### src/rtl/vip_pkg.sv
// Shared encodings for the pattern generator: modes, FSM states, colour-bar table.
package vip_pkg;

   localparam int unsigned FCW = 16;

   typedef enum logic [1:0] {
      MODE_RAMP  = 2'd0,
      MODE_BARS  = 2'd1,
      MODE_CHECK = 2'd2,
      MODE_FLAT  = 2'd3
   } mode_e;

   typedef enum logic [1:0] {
      IDLE = 2'd0,
      RUN  = 2'd1,
      DONE = 2'd2
   } state_e;

   // {R,G,B} on/off bits for bars 0..7: white, yellow, cyan, green, magenta, red, blue, black
   function automatic logic [2:0] bar_rgb(input logic [2:0] idx);
      logic [2:0] rgb;
      case (idx)
         3'd0:    rgb = 3'b111;
         3'd1:    rgb = 3'b110;
         3'd2:    rgb = 3'b011;
         3'd3:    rgb = 3'b010;
         3'd4:    rgb = 3'b101;
         3'd5:    rgb = 3'b100;
         3'd6:    rgb = 3'b001;
         default: rgb = 3'b000;
      endcase
      return rgb;
   endfunction

endpackage

### src/rtl/vip_pattern_lut.sv
// Combinational pixel colour for the current position, frame count and pattern mode.
module vip_pattern_lut
   import vip_pkg::*;
#(
   parameter int unsigned DWIDTH = 24,
   parameter int unsigned XW     = 12,
   parameter int unsigned YW     = 12,
   parameter int unsigned SQ     = 3
) (
   input  mode_e             mode,
   input  logic [XW-1:0]     x,
   input  logic [YW-1:0]     y,
   input  logic [2:0]        bar_idx,
   input  logic [FCW-1:0]    frame_cnt,
   output logic [DWIDTH-1:0] data
);

   localparam int unsigned CW = DWIDTH / 3;

   logic [CW-1:0] r, g, b;
   logic [2:0]    rgb;
   logic          chk;

   // Bits beyond the channel width only matter to other modes
   logic unused_bits;
   assign unused_bits = ^{x, y, frame_cnt};

   assign rgb = bar_rgb(bar_idx);
   assign chk = x[SQ] ^ y[SQ];

   always_comb begin
      r = '0;
      g = '0;
      b = '0;
      case (mode)
         MODE_RAMP: begin
            r = CW'(x);
            g = CW'(y);
            b = CW'(x) + CW'(y);
         end
         MODE_BARS: begin
            r = {CW{rgb[2]}};
            g = {CW{rgb[1]}};
            b = {CW{rgb[0]}};
         end
         MODE_CHECK: begin
            r = {CW{chk}};
            g = {CW{chk}};
            b = {CW{chk}};
         end
         default: begin
            r = CW'(frame_cnt);
            g = CW'(frame_cnt);
            b = CW'(frame_cnt);
         end
      endcase
   end

   assign data = DWIDTH'({r, g, b});

endmodule

### src/rtl/vip_pattern_gen.sv
// Test-pattern frame source writing RGB pixels into a FIFO with back-pressure.
module vip_pattern_gen
   import vip_pkg::*;
#(
   parameter int unsigned DWIDTH = 24,
   parameter int unsigned IMG_W  = 640,
   parameter int unsigned IMG_H  = 480,
   parameter int unsigned XW     = 12,
   parameter int unsigned YW     = 12,
   parameter int unsigned FRAMES = 0,
   parameter int unsigned SQ     = 3
) (
   input  logic              clock,
   input  logic              reset,
   input  logic              enable,
   input  logic [1:0]        mode,
   input  logic              fifo_full,
   output logic [DWIDTH-1:0] fifo_data,
   output logic              fifo_wrreq,
   output logic              sof,
   output logic              eol,
   output logic              frame_done,
   output logic              busy
);

   localparam int unsigned BAR_W = IMG_W / 8;

   state_e         state_q, state_d;
   mode_e          mode_q, mode_d;
   logic [XW-1:0]  x_q, x_d;
   logic [YW-1:0]  y_q, y_d;
   logic [FCW-1:0] frame_cnt_q, frame_cnt_d;
   logic [2:0]     bar_idx_q, bar_idx_d;
   logic [XW-1:0]  bar_cnt_q, bar_cnt_d;
   logic           frame_done_q, frame_done_d;

   logic wr, last_x, last_y;

   assign wr     = (state_q == RUN) && !fifo_full;
   assign last_x = (x_q == XW'(IMG_W - 1));
   assign last_y = (y_q == YW'(IMG_H - 1));

   // State and counter registers
   always_ff @(posedge clock or negedge reset) begin
      if (!reset) begin
         state_q      <= IDLE;
         mode_q       <= MODE_RAMP;
         x_q          <= '0;
         y_q          <= '0;
         frame_cnt_q  <= '0;
         bar_idx_q    <= '0;
         bar_cnt_q    <= '0;
         frame_done_q <= 1'b0;
      end else begin
         state_q      <= state_d;
         mode_q       <= mode_d;
         x_q          <= x_d;
         y_q          <= y_d;
         frame_cnt_q  <= frame_cnt_d;
         bar_idx_q    <= bar_idx_d;
         bar_cnt_q    <= bar_cnt_d;
         frame_done_q <= frame_done_d;
      end
   end

   // Next state; counters move only on write cycles
   always_comb begin
      state_d      = state_q;
      mode_d       = mode_q;
      x_d          = x_q;
      y_d          = y_q;
      frame_cnt_d  = frame_cnt_q;
      bar_idx_d    = bar_idx_q;
      bar_cnt_d    = bar_cnt_q;
      frame_done_d = 1'b0;
      case (state_q)
         IDLE: begin
            if (enable) begin
               state_d   = RUN;
               mode_d    = mode_e'(mode);
               x_d       = '0;
               y_d       = '0;
               bar_idx_d = '0;
               bar_cnt_d = '0;
            end
         end
         RUN: begin
            if (wr) begin
               if (last_x) begin
                  x_d       = '0;
                  bar_idx_d = '0;
                  bar_cnt_d = '0;
                  if (last_y) begin
                     y_d          = '0;
                     frame_cnt_d  = frame_cnt_q + FCW'(1);
                     frame_done_d = 1'b1;
                     if ((FRAMES != 0) && (frame_cnt_d == FCW'(FRAMES))) begin
                        state_d = DONE;
                     end else if (!enable) begin
                        state_d = IDLE;
                     end else begin
                        mode_d = mode_e'(mode);
                     end
                  end else begin
                     y_d = y_q + YW'(1);
                  end
               end else begin
                  x_d = x_q + XW'(1);
                  if (bar_cnt_q == XW'(BAR_W - 1)) begin
                     bar_cnt_d = '0;
                     bar_idx_d = bar_idx_q + 3'(1);
                  end else begin
                     bar_cnt_d = bar_cnt_q + XW'(1);
                  end
               end
            end
         end
         DONE: begin
            if (!enable) begin
               state_d     = IDLE;
               frame_cnt_d = '0;
            end
         end
         default: state_d = IDLE;
      endcase
   end

   vip_pattern_lut #(
      .DWIDTH (DWIDTH),
      .XW     (XW),
      .YW     (YW),
      .SQ     (SQ)
   ) u_lut (
      .mode      (mode_q),
      .x         (x_q),
      .y         (y_q),
      .bar_idx   (bar_idx_q),
      .frame_cnt (frame_cnt_q),
      .data      (fifo_data)
   );

   assign fifo_wrreq = wr;
   assign busy       = (state_q == RUN);
   assign sof        = wr && (x_q == '0) && (y_q == '0);
   assign eol        = wr && last_x;
   assign frame_done = frame_done_q;

endmodule

### config.mk
export PLATFORM = sky130hd
export DESIGN_NAME = vip_pattern_gen
export DESIGN_NICKNAME = d
export VERILOG_FILES = /design/src/rtl/vip_pkg.sv /design/src/rtl/vip_pattern_lut.sv /design/src/rtl/vip_pattern_gen.sv
export SDC_FILE = /design/constraint.sdc
export NUM_CORES = 1
export LEC_CHECK = 0
export CELL_PAD_IN_SITES_DETAIL_PLACEMENT = 1
export CELL_PAD_IN_SITES_GLOBAL_PLACEMENT = 1
export CORE_ASPECT_RATIO = 1.75
export CORE_MARGIN = 3
export CORE_UTILIZATION = 45
export CTS_BUF_LIST = sky130_fd_sc_hd__clkbuf_2
export DETAILED_ROUTE_END_ITERATION = 8
export PLACE_DENSITY_LB_ADDON = 0.08
export RECOVER_POWER = 25
export SETUP_SLACK_MARGIN = 0.3
export SLEW_MARGIN = 5
export SYNTH_ARGS = -nofsm -noshare
export SYNTH_HDL_FRONTEND = slang
export SYNTH_SLANG_ARGS = --single-unit
### constraint.sdc
create_clock -name clock -period 3.1 [get_ports clock]
set_clock_uncertainty 0.2 [all_clocks]
set_input_delay 0.62 -clock clock [delete_from_list [all_inputs] [get_ports clock]]
set_output_delay 0.62 -clock clock [all_outputs]
set_load 0.02 [all_outputs]
==> flow_summary.yaml, run 1 <==
routing:
  wl_per_cell_um: 22.66
  drcViolationCount: 0
  drt-initial-drc-count: 140
  ant_nets: 0
  vias: 3296
  drt_wl_total_mm: 12.06
  vias_per_cell: 6.195
  first_pass_iters: 4
sta:
  fmax_ghz: 0.3048
  finalSetupViolCount: 7
  slew_headroom_pct: 9.592
  slew_viol_final: 0
  finalCriticalPeriod_ns: 3.281
  finalCritPeriodShare_pct: 105.8
  worst_slew_pin_slew_ns: 1.356
  rsz0062_at_grt: "true"
  setup_ws_ns: -0.1811
  hold_violations: 0
yosys:
  synth_ff_type: "dfrtp_1"
  synth_nets: 394
  yosysWarnings: 0
  avgSynthCellArea_um2: 9.108
  netlist_area_mm2: 0.003361
  seq_area_frac_synth_pct: 37.97
  async_flop_share_pct: 100.0
  ys_seq_elements: 51
  synth_top_area_share_pct: 37.97
  yosys.area.top_type: "dfrtp_1"
  synth_edf_count: 0
  yosys-top-cells-area: "dfrtp_1 (38%), ha_1 (6.7%), a221o_1 (5.7%), nor2_1 (4.4%), xnor2_1 (3.4%)"
  syn_inst: 369
  synth_cell_type_count: 50
floorplan:
  dieHeight_um: 120.3
  row_count: 41
  die-area_mm2: 0.008582
  start_util_pct: 46.46
  die_w_um: 71.33
  pin_count: 35
  coreArea_mm2: 0.007233
global_routing:
  grt_max_degree: 30
  antenna_found_initial: 0
  grt_pass1_vias: 3491
  grt_pass1_wl_mm: 18.43
  grtUsageTotal_pct: 27.89
  grt-ovfl-total: 0
layout:
  fillerInstances: 822
  final_net_count: 471
  post-route-util_pct: 61.22
  drive_gt1_share_pct: 29.60
  diodes: 0
  area_growth_pct: 31.76
clock_network:
  cts_buffers: 5
  tritoncts: "done"
  clk_pin_slew_worst_paths_ns: 0.28
  clk_path_buf_depth: 2
  root_buffer: "clkbuf_2"
  clk_latency_ns: 0.48
  cts.sinks: 51
  htree_levels: 2
status:
  violations: "setup timing"
  outcome: "complete, but fails checks"
worst_setup_path:
  cp-end-kind: "output pin"
  slowest_delay_ns: 0.53
  crit_path_start_kind: "flop"
  crit_path_max_fanout: 3
  path_common_cell: "buf_6"
  cp_slowest_cell: "dfrtp_2"
  critPathKind: "flop to output pin"
  worstPathArrival_ns: 2.46
  required_ns: 2.28
  cp_cell_sequence: "buf_6 -> fa_2 -> a211oi_2 -> o21bai_1 -> a21oi_1 -> xor2_1 -> o21ai_2 -> buf_6"
  critPathBufInv: 2
  crit_family: "compound AO/OA/AOI/OAI gates"
placement:
  gp_congestion: 0.8872
  port_buffers: 34
  post-dp-hpwl_mm: 8.513
  dp_slack_ns: -0.1438
power_and_ir_drop:
  powerDensity_mw_per_mm2: 651.9
  p_leak_nw: 2.037
  vdd_drop_max_mv: 0.4049
  p_total_w: 0.002887
job:
  maxCapViolations: 0
hold_path:
  hold_class: "flop to flop"
## cell usage after synthesis (8+ instances only)
library cell	count
a221o_1	19
nand2_1	26
dfrtp_1	51
o21ai_0	22
xor2_1	12
and3_1	8
a21oi_1	19
inv_1	9
xnor2_1	13
nor2_1	39
nor3_1	8
ha_1	18
nand3_1	20
clkbuf_1	13
## stage by stage
| stage | cells | hold slack [ns] | instance area (um^2) | TNS, ns |
|---|---|---|---|---|
| finish | 532 | 0.3536 | 4428 | -0.5818 |
| global placement | 506 | 0.3024 | 4000 | -0.2449 |
| detailed placement | 506 | 0.3121 | 4000 | -1.215 |
| floorplan | 369 | 0.1244 | 3364 | 0 |
| global route | 532 | 0.3759 | 4428 | -1.822 |
| CTS | 525 | 0.3589 | 4257 | -0.2811 |
## placed cells by master, fill, tap and decap left out, drive strengths merged, types with 5 or more instances in the layout
cell | netlist | layout
ha | 18 | 18
nand2 | 26 | 26
nor4 | 6 | 6
nor2 | 40 | 40
buf | 4 | 76
a21oi | 19 | 19
nor3 | 8 | 8
nand4 | 7 | 7
inv | 9 | 9
o21ai | 25 | 25
a211oi | 5 | 5
and3 | 8 | 8
nand2b | 5 | 5
xnor2 | 13 | 13
xor2 | 12 | 12
or3 | 6 | 6
clkdlybuf4s50 | 0 | 6
a21o | 5 | 5
nand3 | 21 | 21
a221o | 19 | 19
clkbuf | 13 | 7
dfrtp | 51 | 51
## flip-flops by register name (all words and copies together), names as in the netlist
signal       flops
frame_done       1
x_q             12
y_q             12
bar_cnt_q       12
frame_cnt_q      8
state_q          1
mode_q           2
bar_idx_q        3
## worst register-to-register path, cell delays in order (launching register included)
cell and delay [ns]:
dfrtp_1 0.48, or4b_2 0.71, or4_1 0.69, nand2_1 0.38
o21ai_0 0.13
## what timing repair did
| action | CTS | global route |
|---|---|---|
| hold endpoints to repair | 22 | 0 |
| hold buffers | 1 | 0 |
| setup buffers | 11 | 7 |
| pin swaps | 19 | 19 |
| resized for setup | 178 | 36 |
| setup endpoints to repair | 27 | 29 |
| cloned | 0 | 0 |
## layout make-up
cell class	count	area, um^2	area share, %
multi-input combinational	291	2156	48.69
inverter	10	42.54	0.9607
clock inverter	2	13.76	0.3108
sequential	51	1282	28.96
tap	86	107.6	2.430
clock buffer	5	25.02	0.5651
timing repair buffer	87	800.8	18.08
## logic make-up after synthesis
logic type | count (synthesis) | synth area share (%)
AND/OR/NAND/NOR | 146 | 22.64
AO/OA/AOI/OAI | 93 | 19.55
flip-flops | 51 | 37.97
buffers and inverters | 27 | 3.500
XOR/XNOR | 25 | 6.515
adder cells (fa/ha/maj) | 19 | 7.297
multiplexers | 8 | 2.532
## power breakdown
| group | switching [W] | leakage [nW] | internal, W | total, W |
|---|---|---|---|---|
| combinational | 0.000883 | 1.35 | 0.000832 | 0.00171 |
| clock | 0.000227 | 0.0288 | 0.0000516 | 0.000278 |
| sequential | 0.000125 | 0.656 | 0.000769 | 0.000893 |
| total | 0.00123 | 2.04 | 0.00165 | 0.00289 |
## per-layer routing
layer | global-route usage (%) | vias up | part of all wire, %
met5 | 0 | - | 0
met4 | 15.06 | 0 | 4.8
met3 | 3.577 | 38 | 2.7
met2 | 53.92 | 86 | 57
met1 | 27.48 | 1659 | 36
li1 | - | 1513 | -
## final timing paths
kind,start,to,slack [ns],depth (start not counted)
max,y_q[1],fifo_data[6],-0.18,8
max in group asynchronous,reset,x_q[1],0.50,3
min in group asynchronous,reset,bar_cnt_q[11],0.73,2
min reg2reg,bar_cnt_q[1],bar_cnt_q[1],0.35,1
max reg2reg,bar_cnt_q[9],bar_idx_q[0],0.41,4
min,bar_cnt_q[1],bar_cnt_q[1],0.35,1
(Power assumes the default switching activity.)
==> run 2: changes to the inputs <==
SLEW_MARGIN = 20   (was 5)
==> results of run 2 <==
Same layout as run 1: the final DEF is identical, and so are final timing and power.
==> run 3: changes to the inputs <==
ABC_AREA = 1   (was unset)
CORE_UTILIZATION = 43   (was 45)
clock period = 3.37 ns   (was 3.1 ns; I/O delays follow)
==> flow_summary.yaml, run 3 <==
placement:
  placed_area_mm2: 0.004355
  port_buffers: 34
  place_inst: 711
  post-dp-hpwl_mm: 10.01
  gp_congestion: 0.9313
worst_setup_path:
  crit_path_start_kind: "flop"
  cp-end-kind: "output pin"
  worstPathArrival_ns: 2.27
  required_ns: 2.50
  slowest_delay_ns: 0.49
  cp.depth: 9
  path_common_cell: "buf_6"
  crit_family: "flip-flops"
  r2r_cells: 10
  cp_slowest_cell: "dfrtp_1"
  critPathBufInv: 3
  crit_path_max_fanout: 4
  critPathKind: "flop to output pin"
  cp_cell_sequence: "ha_2 -> ha_4 -> nor2_4 -> nand3_4 -> a21oi_4 -> buf_6 -> buf_6 -> o211ai_1 -> buf_4"
floorplan:
  pin_count: 35
  start_util_pct: 44.34
  coreArea_mm2: 0.008671
  dieHeight_um: 131.1
  row_count: 45
  die_w_um: 77.48
  die-area_mm2: 0.01016
global_routing:
  grt_max_degree: 34
  grt_pass1_wl_mm: 22.14
  antenna_found_initial: 1
  grt_pass1_vias: 4269
  grtUsageTotal_pct: 28.31
  grt-ovfl-total: 0
yosys:
  netlist_area_mm2: 0.003845
  synth_edf_count: 0
  syn_inst: 556
  ys_seq_elements: 51
  async_flop_share_pct: 100.0
  synth_cell_type_count: 36
  synth_ff_type: "dfrtp_1"
  seq_area_frac_synth_pct: 33.19
  yosys-top-cells-area: "dfrtp_1 (33%), nand2_1 (16%), inv_1 (6.8%), nand3_1 (6.6%), ha_1 (5.9%)"
  avgSynthCellArea_um2: 6.915
  yosys.area.top_type: "dfrtp_1"
  synth_nets: 581
  yosysMostFrequentCell: "nand2_1"
  yosysWarnings: 0
  synth_top_area_share_pct: 33.19
  synth_common_cells: "nand2_1 (166), inv_1 (70), nor2_1 (60)"
power_and_ir_drop:
  vdd_drop_max_mv: 0.2585
  p_sw_share_pct: 44.16
  power.switching_w: 0.0009727
  cellInternalPower_w: 0.001230
  p_seq_share_pct: 38.5
  power_frac_clock_pct: 15.5
  powerDensity_mw_per_mm2: 457.8
  p_comb_share_pct: 45.9
  p_leak_nw: 2.370
clock_network:
  clk_pin_slew_worst_paths_ns: 0.26
  tritoncts: "done"
  clk_path_buf_depth: 2
  cts.sinks: 51
  clk_latency_ns: 0.49
  htree_levels: 2
  cts_buffers: 5
  root_buffer: "clkbuf_2"
sta:
  finalCriticalPeriod_ns: 3.142
  finalSetupViolCount: 0
  rsz0062_at_grt: "true"
  hold_violations: 0
  fmax_ghz: 0.3183
  slew_headroom_pct: 25.31
  slew_viol_final: 0
  finalCritPeriodShare_pct: 93.22
  worst_slew_pin_slew_ns: 1.120
  setup_tns_ns: 0
layout:
  final_net_count: 651
  layout.area.seq_mm2: 0.001282
  area_growth_pct: 25.12
  post-route-util_pct: 55.48
  finalNonFillerCells: 745
  final_cell_mix: "nand2_1 (158), inv_1 (65), nor2_1 (56), dfrtp_1 (46), nand3_1 (41)"
  multiInputGateArea_mm2: 0.002415
  fillerInstances: 1158
  reg_top3: "bar_cnt_q (12), x_q (12), y_q (12)"
  stdcell_area_mm2: 0.004811
  layout_commonest_cell: "nand2_1"
  drive_gt1_share_pct: 23.29
routing:
  vias: 4154
  ant_nets: 0
  drt-met1-wl_mm: 5.137
  wl_per_cell_um: 19.39
  wl_met3_um: 548
  drt_wl_total_mm: 14.45
  drt-initial-drc-count: 200
  drcViolationCount: 0
  first_pass_iters: 7
  vias_per_cell: 5.576
  met2_wirelength_mm: 8.020
  top_layer_used: "met4"
status:
  outcome: "completed"
hold_path:
  hold_class: "flop to flop"
  holdPathStages: 2
job:
  maxCapViolations: 0
run 3: changes by cell type after synthesis, moves of 8 or more:
cell,before,now
nand2_1,26,166
inv_1,9,70
nand3_1,20,51
nand4_1,7,28
nor2_1,39,60
a221o_1,19,0
o211ai_1,3,16
clkbuf_1,13,1
a21oi_1,19,8
xnor2_1,13,3
and3_1,8,0
o21ai_2,0,8
xor2_1,12,4
run 3: layout make-up:
cell class,instances,area share (%)
multi-input combinational,420,50.20
sequential,51,26.66
timing repair buffer,72,12.69
inverter,76,6.034
tap,117,3.043
clock inverter,3,0.8062
clock buffer,5,0.5202
antenna,1,0.05202
run 3: final timing paths:
kind	from	slack [ns]	to
max	bar_idx_q[0]	0.23	fifo_data[10]
min	bar_idx_q[2]	0.33	bar_idx_q[2]
max reg2reg	y_q[0]	0.80	frame_cnt_q[3]
min reg2reg	bar_idx_q[2]	0.33	bar_idx_q[2]
max in group asynchronous	reset	0.71	mode_q[0]
min in group asynchronous	reset	0.66	y_q[4]
run 3: repair_timing:
| item | CTS | global route |
|---|---|---|
| resized for setup | 132 | 56 |
| endpoints found under the setup margin | 26 | 27 |
| hold buffers | 1 | 0 |
| buffers inserted | 14 | 10 |
| hold endpoints to repair | 18 | 0 |
| pin swaps | 9 | 13 |
run 3: per-layer routing:
metal  up-vias  track usage [%]
met4         0            14.15
li1       1962                -
met2       129            55.27
met1      2013            29.36
met5         -                0
met3        50            3.557
run 3: power by group through the flow:
stage / clock network [W] / registers (W) / logic, W
after floorplan: 0 / 0.000818 / 0.000563
after global placement: 0 / 0.000849 / 0.000886
after detailed placement: 0 / 0.000852 / 0.000912
after CTS: 0.000351 / 0.000842 / 0.000912
after global routing: 0.000372 / 0.000862 / 0.00111
final: 0.000342 / 0.000848 / 0.00101
run 3: metrics by stage:
step	total power, W	hold slack [ns]	worst slack (ns)
2_1_floorplan	0.001381	0.1784	0.8821
3_3_place_gp	0.001734	0.2724	0.1944
3_5_place_dp	0.001763	0.2783	0.06311
4_1_cts	0.002105	0.3377	0.2522
5_1_grt	0.002346	0.3632	0.1256
6_report	0.002203	0.3335	0.2284
run 3: tightest hold or removal path, cell delays in order (launching register included):
cell and delay (ns):
dfrtp_1 0.41, nand2_1 0.06, nand2_1 0.06
run 3: cells by family after synthesis:
family	after synthesis	share of synthesized area (%)
AOI/OAI and AO/OA	60	10.35
xor gates and xnor gates	7	1.595
adders and majority gates	19	6.378
buffers and inverters	85	9.209
DFF	51	33.19
and+or+nand+nor	334	39.28
